$ cat src/rtl/glyph_pkg.sv
// Shared constants and FSM state type for the glyph fetch/serialiser block.
package glyph_pkg;

  localparam int CODE_W_DEF = 8;
  localparam int ROWS_DEF   = 16;
  localparam int GLYPH_COLS = 16;
  localparam int ROM_ADDR_W = 12;
  localparam int COL_W      = 4;
  localparam int ROW_W      = 4;

  typedef enum logic [1:0] {
    ST_IDLE  = 2'd0,
    ST_FETCH = 2'd1,
    ST_SHIFT = 2'd2
  } state_e;

endpackage

$ cat src/rtl/glyph_row_shifter.sv
// One glyph row: parallel-loaded 16-bit shift register (MSB = leftmost pixel)
// plus the column counter that tracks which pixel is presented.
module glyph_row_shifter
  import glyph_pkg::*;
(
  input  logic                  clk,
  input  logic                  rst_n,
  input  logic                  load_i,
  input  logic                  shift_i,
  input  logic [GLYPH_COLS-1:0] row_data_i,
  output logic                  msb_o,
  output logic [COL_W-1:0]      col_o,
  output logic                  col_last_o
);

  logic [GLYPH_COLS-1:0] shift_q, shift_d;
  logic [COL_W-1:0]      col_q, col_d;

  always_comb begin
    shift_d = shift_q;
    col_d   = col_q;
    if (load_i) begin
      shift_d = row_data_i;
      col_d   = '0;
    end else if (shift_i) begin
      shift_d = {shift_q[GLYPH_COLS-2:0], 1'b0};
      col_d   = col_q + 1'b1;
    end
  end

  always_ff @(posedge clk or negedge rst_n) begin
    if (!rst_n) begin
      shift_q <= '0;
      col_q   <= '0;
    end else begin
      shift_q <= shift_d;
      col_q   <= col_d;
    end
  end

  assign msb_o      = shift_q[GLYPH_COLS-1];
  assign col_o      = col_q;
  assign col_last_o = (col_q == COL_W'(GLYPH_COLS - 1));

endmodule

$ cat src/rtl/glyph_fetch.sv
// Glyph renderer: fetches font ROM rows for a requested code and streams the
// pixels out one per accepted beat. Optional per-glyph inversion: GLYPH_FETCH_INVERT_EN.
module glyph_fetch
  import glyph_pkg::*;
#(
  parameter int CODE_W = CODE_W_DEF,
  parameter int ROWS   = ROWS_DEF
) (
  input  logic                  clk,
  input  logic                  rst_n,
  input  logic                  req_valid,
  input  logic [CODE_W-1:0]     req_code,
`ifdef GLYPH_FETCH_INVERT_EN
  input  logic                  req_invert,
`endif
  output logic                  req_ready,
  output logic [ROM_ADDR_W-1:0] addra,
  input  logic [GLYPH_COLS-1:0] douta,
  output logic                  pix_valid,
  input  logic                  pix_ready,
  output logic                  pix_data,
  output logic [COL_W-1:0]      pix_x,
  output logic [ROW_W-1:0]      pix_y,
  output logic                  pix_last,
  output logic                  busy
);

  state_e            state_q, state_d;
  logic              rdy_q;
  logic [CODE_W-1:0] code_q, code_d;
  logic [ROW_W-1:0]  row_q, row_d;
  logic              inv_q, inv_d;

  logic              handshake;
  logic              row_last;
  logic              load_row;
  logic              shift_en;
  logic              msb;
  logic [COL_W-1:0]  col;
  logic              col_last;

  assign handshake = req_valid && req_ready;
  assign row_last  = (row_q == ROW_W'(ROWS - 1));

  // rdy_q holds req_ready low until the first edge after reset release
  always_ff @(posedge clk or negedge rst_n) begin
    if (!rst_n) begin
      state_q <= ST_IDLE;
      rdy_q   <= 1'b0;
    end else begin
      state_q <= state_d;
      rdy_q   <= 1'b1;
    end
  end

  always_comb begin
    state_d = state_q;
    case (state_q)
      ST_IDLE:  if (handshake) state_d = ST_FETCH;
      ST_FETCH: state_d = ST_SHIFT;
      ST_SHIFT: if (pix_ready && col_last) state_d = row_last ? ST_IDLE : ST_FETCH;
      default:  state_d = ST_IDLE;
    endcase
  end

  always_comb begin
    req_ready = (state_q == ST_IDLE) && rdy_q;
    pix_valid = (state_q == ST_SHIFT);
    busy      = (state_q != ST_IDLE);
    load_row  = (state_q == ST_FETCH);
    shift_en  = (state_q == ST_SHIFT) && pix_ready;
    pix_last  = (state_q == ST_SHIFT) && col_last && row_last;
  end

  always_comb begin
    code_d = code_q;
    row_d  = row_q;
    inv_d  = inv_q;
    if (handshake) begin
      code_d = req_code;
      row_d  = '0;
`ifdef GLYPH_FETCH_INVERT_EN
      inv_d  = req_invert;
`else
      inv_d  = 1'b0;
`endif
    end else if (shift_en && col_last && !row_last) begin
      row_d  = row_q + 1'b1;
    end
  end

  always_ff @(posedge clk or negedge rst_n) begin
    if (!rst_n) begin
      code_q <= '0;
      row_q  <= '0;
      inv_q  <= 1'b0;
    end else begin
      code_q <= code_d;
      row_q  <= row_d;
      inv_q  <= inv_d;
    end
  end

  glyph_row_shifter u_shifter (
    .clk        (clk),
    .rst_n      (rst_n),
    .load_i     (load_row),
    .shift_i    (shift_en),
    .row_data_i (douta),
    .msb_o      (msb),
    .col_o      (col),
    .col_last_o (col_last)
  );

  // Address comes only from registered code/row, never from req_code
  assign addra = ROM_ADDR_W'({code_q, row_q});
  assign pix_x = col;
  assign pix_y = row_q;

`ifdef GLYPH_FETCH_INVERT_EN
  assign pix_data = pix_valid && (msb ^ inv_q);
`else
  assign pix_data = pix_valid && msb && !inv_q;
`endif

endmodule

$ cat config.mk
export PLATFORM = sky130hd
export DESIGN_NAME = glyph_fetch
export DESIGN_NICKNAME = d
export VERILOG_FILES = /design/src/rtl/glyph_pkg.sv /design/src/rtl/glyph_row_shifter.sv /design/src/rtl/glyph_fetch.sv
export SDC_FILE = /design/constraint.sdc
export NUM_CORES = 1
export LEC_CHECK = 0
export CORE_UTILIZATION = 49
export CTS_CLUSTER_SIZE = 16
export DETAILED_ROUTE_END_ITERATION = 10
export PLACE_DENSITY = 0.83
export REMOVE_ABC_BUFFERS = 1
export SETUP_SLACK_MARGIN = 0.5
export SKIP_CTS_REPAIR_TIMING = 1
export SYNTH_ARGS = -nofsm -noshare
export SYNTH_HDL_FRONTEND = slang
export SYNTH_HIERARCHICAL = 1
export SYNTH_SLANG_ARGS = --single-unit
$ cat constraint.sdc
create_clock -name clk -period 2.4 [get_ports clk]
set_input_delay 0.72 -clock clk [delete_from_list [all_inputs] [get_ports clk]]
set_output_delay 0.72 -clock clk [all_outputs]
set_load 0.005 [all_outputs]
==> flow_summary.json <==
{
  "outcome": "finished clean",
  "vias": 1358,
  "crit_required_ns": 1.68,
  "drc_errors": 0,
  "gp_congestion": 0.743,
  "multi_input_area_um2": 752,
  "die_width_um": 60.6,
  "nets": 247,
  "fmax_mhz": 464,
  "port_buffers": 52,
  "routed_wl_um": 3810,
  "power.density_nw_per_um2": 923,
  "r2r_cells": 6,
  "grt_max_degree": 36,
  "hp-class": "flip-flop to flip-flop",
  "clockRootBuffer": "clkbuf_4",
  "viasPerCell": 5.18,
  "cp_cell_sequence": "buf_6, nor2b_4, buf_6, and3_4, buf_6",
  "die_height_um": 60.6,
  "rows": 20,
  "synth.distinct_cells": 35,
  "dp_hpwl_um": 2370,
  "yosysSeqAreaShare_pct": 52.1,
  "core_area_um2": 3150,
  "crit_slowest_cell": "dfrtp_1",
  "cts_sinks": 35,
  "setup_ws_ns": 0.244,
  "area_growth_syn_to_layout_pct": 49.1,
  "netlist.area_leader.share_pct": 52.1,
  "insertion_delay_ns": 0.33,
  "wl_per_cell_um": 14.5,
  "htreeDepth": 2,
  "path_max_fanout": 5,
  "numCtsBuffers": 5,
  "dr.pass1.iters": 4,
  "rsz0062_at_grt": "yes",
  "start_util_pct": 53.3,
  "whs_ns": 0.515,
  "fin_skew_ns": 0.0106,
  "min_path_cells": 1,
  "max_stage_delay_ns": 0.45,
  "ir_drop_v": 0.000581,
  "synthesis.area_um2": 1680,
  "seq_area_um2": 881,
  "hold_viol_final": 0,
  "antenna_found_initial": 0,
  "timing.final.crit_share_pct": 89.9,
  "synthTopCellsByArea": "dfrtp_1, mux2i_1, mux2_4",
  "crit_top_cell": "buf_6",
  "synth_area_per_cell_um2": 11.5,
  "dieArea_um2": 3670,
  "p_leak_nw": 1.35,
  "grt_pass1_wl_um": 5490,
  "dp_cells": 235,
  "final_max_slew_viol_count": 0,
  "first_global_vias": 1247,
  "postRouteAntennaNets": 0,
  "yosys.area.top_type": "dfrtp_1",
  "finalSetupViolCount": 0,
  "first_iter_violations": 72,
  "synth_cells": 146,
  "drive_gt1_share_pct": 27.5,
  "yosysWarnings": 6,
  "io-pin-count": 53,
  "overflow": 0,
  "cts_buffer_depth": 2,
  "stdcell_count": 262,
  "endpoint_kind": "primary output",
  "cts_tree": "yes",
  "max_cap_violations": 0,
  "path_class": "flip-flop to primary output",
  "fillCellCount": 208,
  "synth_seq_cells": 35,
  "startpoint_type": "flip-flop",
  "clk_pin_slew_ns": 0.11,
  "diodes": 0,
  "fin_crit_ns": 2.16,
  "post-place-ws_ns": 0.180,
  "track_usage_pct": 20.5,
  "critPathArrivalTime_ns": 1.44
}
final cells by class:
class	instances	area share, %
Clock buffer	8	2.75
Inverter	1	0.150
Multi-Input combinational cell	99	30.0
Sequential cell	35	35.1
Tap cell	44	2.20
Timing Repair Buffer	75	29.8
worst paths after layout:
check	start	slack [ns]	endpoint
max reg2reg	u_shifter/col_o[1]$_DFFE_PN0P_	0.73	pix_y[0]$_DFFE_PN0P_
min reg2reg	code_q[7]$_DFFE_PN0P_	0.52	code_q[7]$_DFFE_PN0P_
min	code_q[7]$_DFFE_PN0P_	0.52	code_q[7]$_DFFE_PN0P_
max	state_q[1]$_DFFE_PN0P_	0.24	pix_last
min in group asynchronous	rst_n	0.79	rdy_q$_DFF_PN0_
max in group asynchronous	rst_n	1.29	pix_y[0]$_DFFE_PN0P_
cells in the final DEF, fill, tap and decap left out, types with 4 or more instances in the layout:
cell type	count
dlymetal6s2s_1	20
nor2_1	4
clkbuf_4	5
nand2_1	17
mux2_4	6
buf_6	6
dfrtp_2	4
mux2i_1	17
o21ai_1	15
buf_4	19
dfrtp_1	31
clkdlybuf4s50_1	27
sequential cells by signal (all words and copies together) (netlist names):
signal             flops
code_q                 8
pix_y                  4
rdy_q                  1
state_q                2
u_shifter/col_o        4
u_shifter/shift_q     16
metal layers:
layer  global-route usage [%]  part of all wire, %  up-vias
met5                        0                    0        -
met4                     7.14                  1.6        0
met3                     5.76                  3.5        8
met2                     33.0                   52       36
met1                     26.8                   43      669
li1                         -                    -      645
worst max-delay path: cells and delay by family (launching register included):
kind                   cells  cell delay [ns]
DFF                        1             0.45
buffers and inverters      3             0.32
and+or+nand+nor            2             0.33
synthesized netlist by cell type:
| master | count |
|---|---|
| dfrtp_1 | 35 |
| mux2i_1 | 17 |
| nand2_1 | 17 |
| o21ai_1 | 15 |
| mux2_4 | 6 |
| buf_4 | 5 |
| nor2_1 | 4 |
| a21oi_1 | 3 |
| buf_2 | 3 |
| buf_6 | 3 |
| nand3_1 | 3 |
| o21ai_0 | 3 |
| a21o_1 | 2 |
| and2_1 | 2 |
| and3_1 | 2 |
| and4b_1 | 2 |
| ha_1 | 2 |
| mux2_2 | 2 |
| nand2b_1 | 2 |
| nor2b_1 | 2 |
| nor3_1 | 2 |
| a21bo_2 | 1 |
| a21oi_2 | 1 |
| and2b_1 | 1 |
| and3_4 | 1 |
| and4bb_4 | 1 |
| conb_1 | 1 |
| inv_1 | 1 |
| mux2_1 | 1 |
| nand3b_1 | 1 |
| nand4_1 | 1 |
| nand4b_1 | 1 |
| or2_2 | 1 |
| or3_1 | 1 |
| xnor2_1 | 1 |
cell families after synthesis:
| logic type | count (synthesis) | synth area share (%) |
|---|---|---|
| fa+ha+maj | 2 | 1.49 |
| compound gates | 25 | 8.26 |
| mux | 26 | 17.5 |
| flops | 35 | 52.1 |
| xor+xnor | 1 | 0.521 |
| other cells | 1 | 0.223 |
| simple gates | 44 | 14.5 |
| buf+inv | 12 | 5.36 |
metrics by stage:
step / total power, mW / TNS [ns] / instance area [um^2] / utilization [%]
global placement: 1.78 / 0 / 2200 / 69.8
CTS: 2.18 / -0.267 / 2270 / 71.9
floorplan: 1.40 / 0 / 1590 / -
detailed placement: 1.83 / 0 / 2200 / 69.8
finish: 2.31 / 0 / 2510 / 79.5
global route: 2.46 / 0 / 2510 / 79.5
power breakdown:
group | internal [mW] | switching, mW | leakage [nW]
combinational | 0.628 | 0.363 | 0.871
clock | 0.172 | 0.184 | 0.0386
sequential | 0.819 | 0.146 | 0.436
total | 1.62 | 0.693 | 1.35
Power figures use the tool's default switching activity.
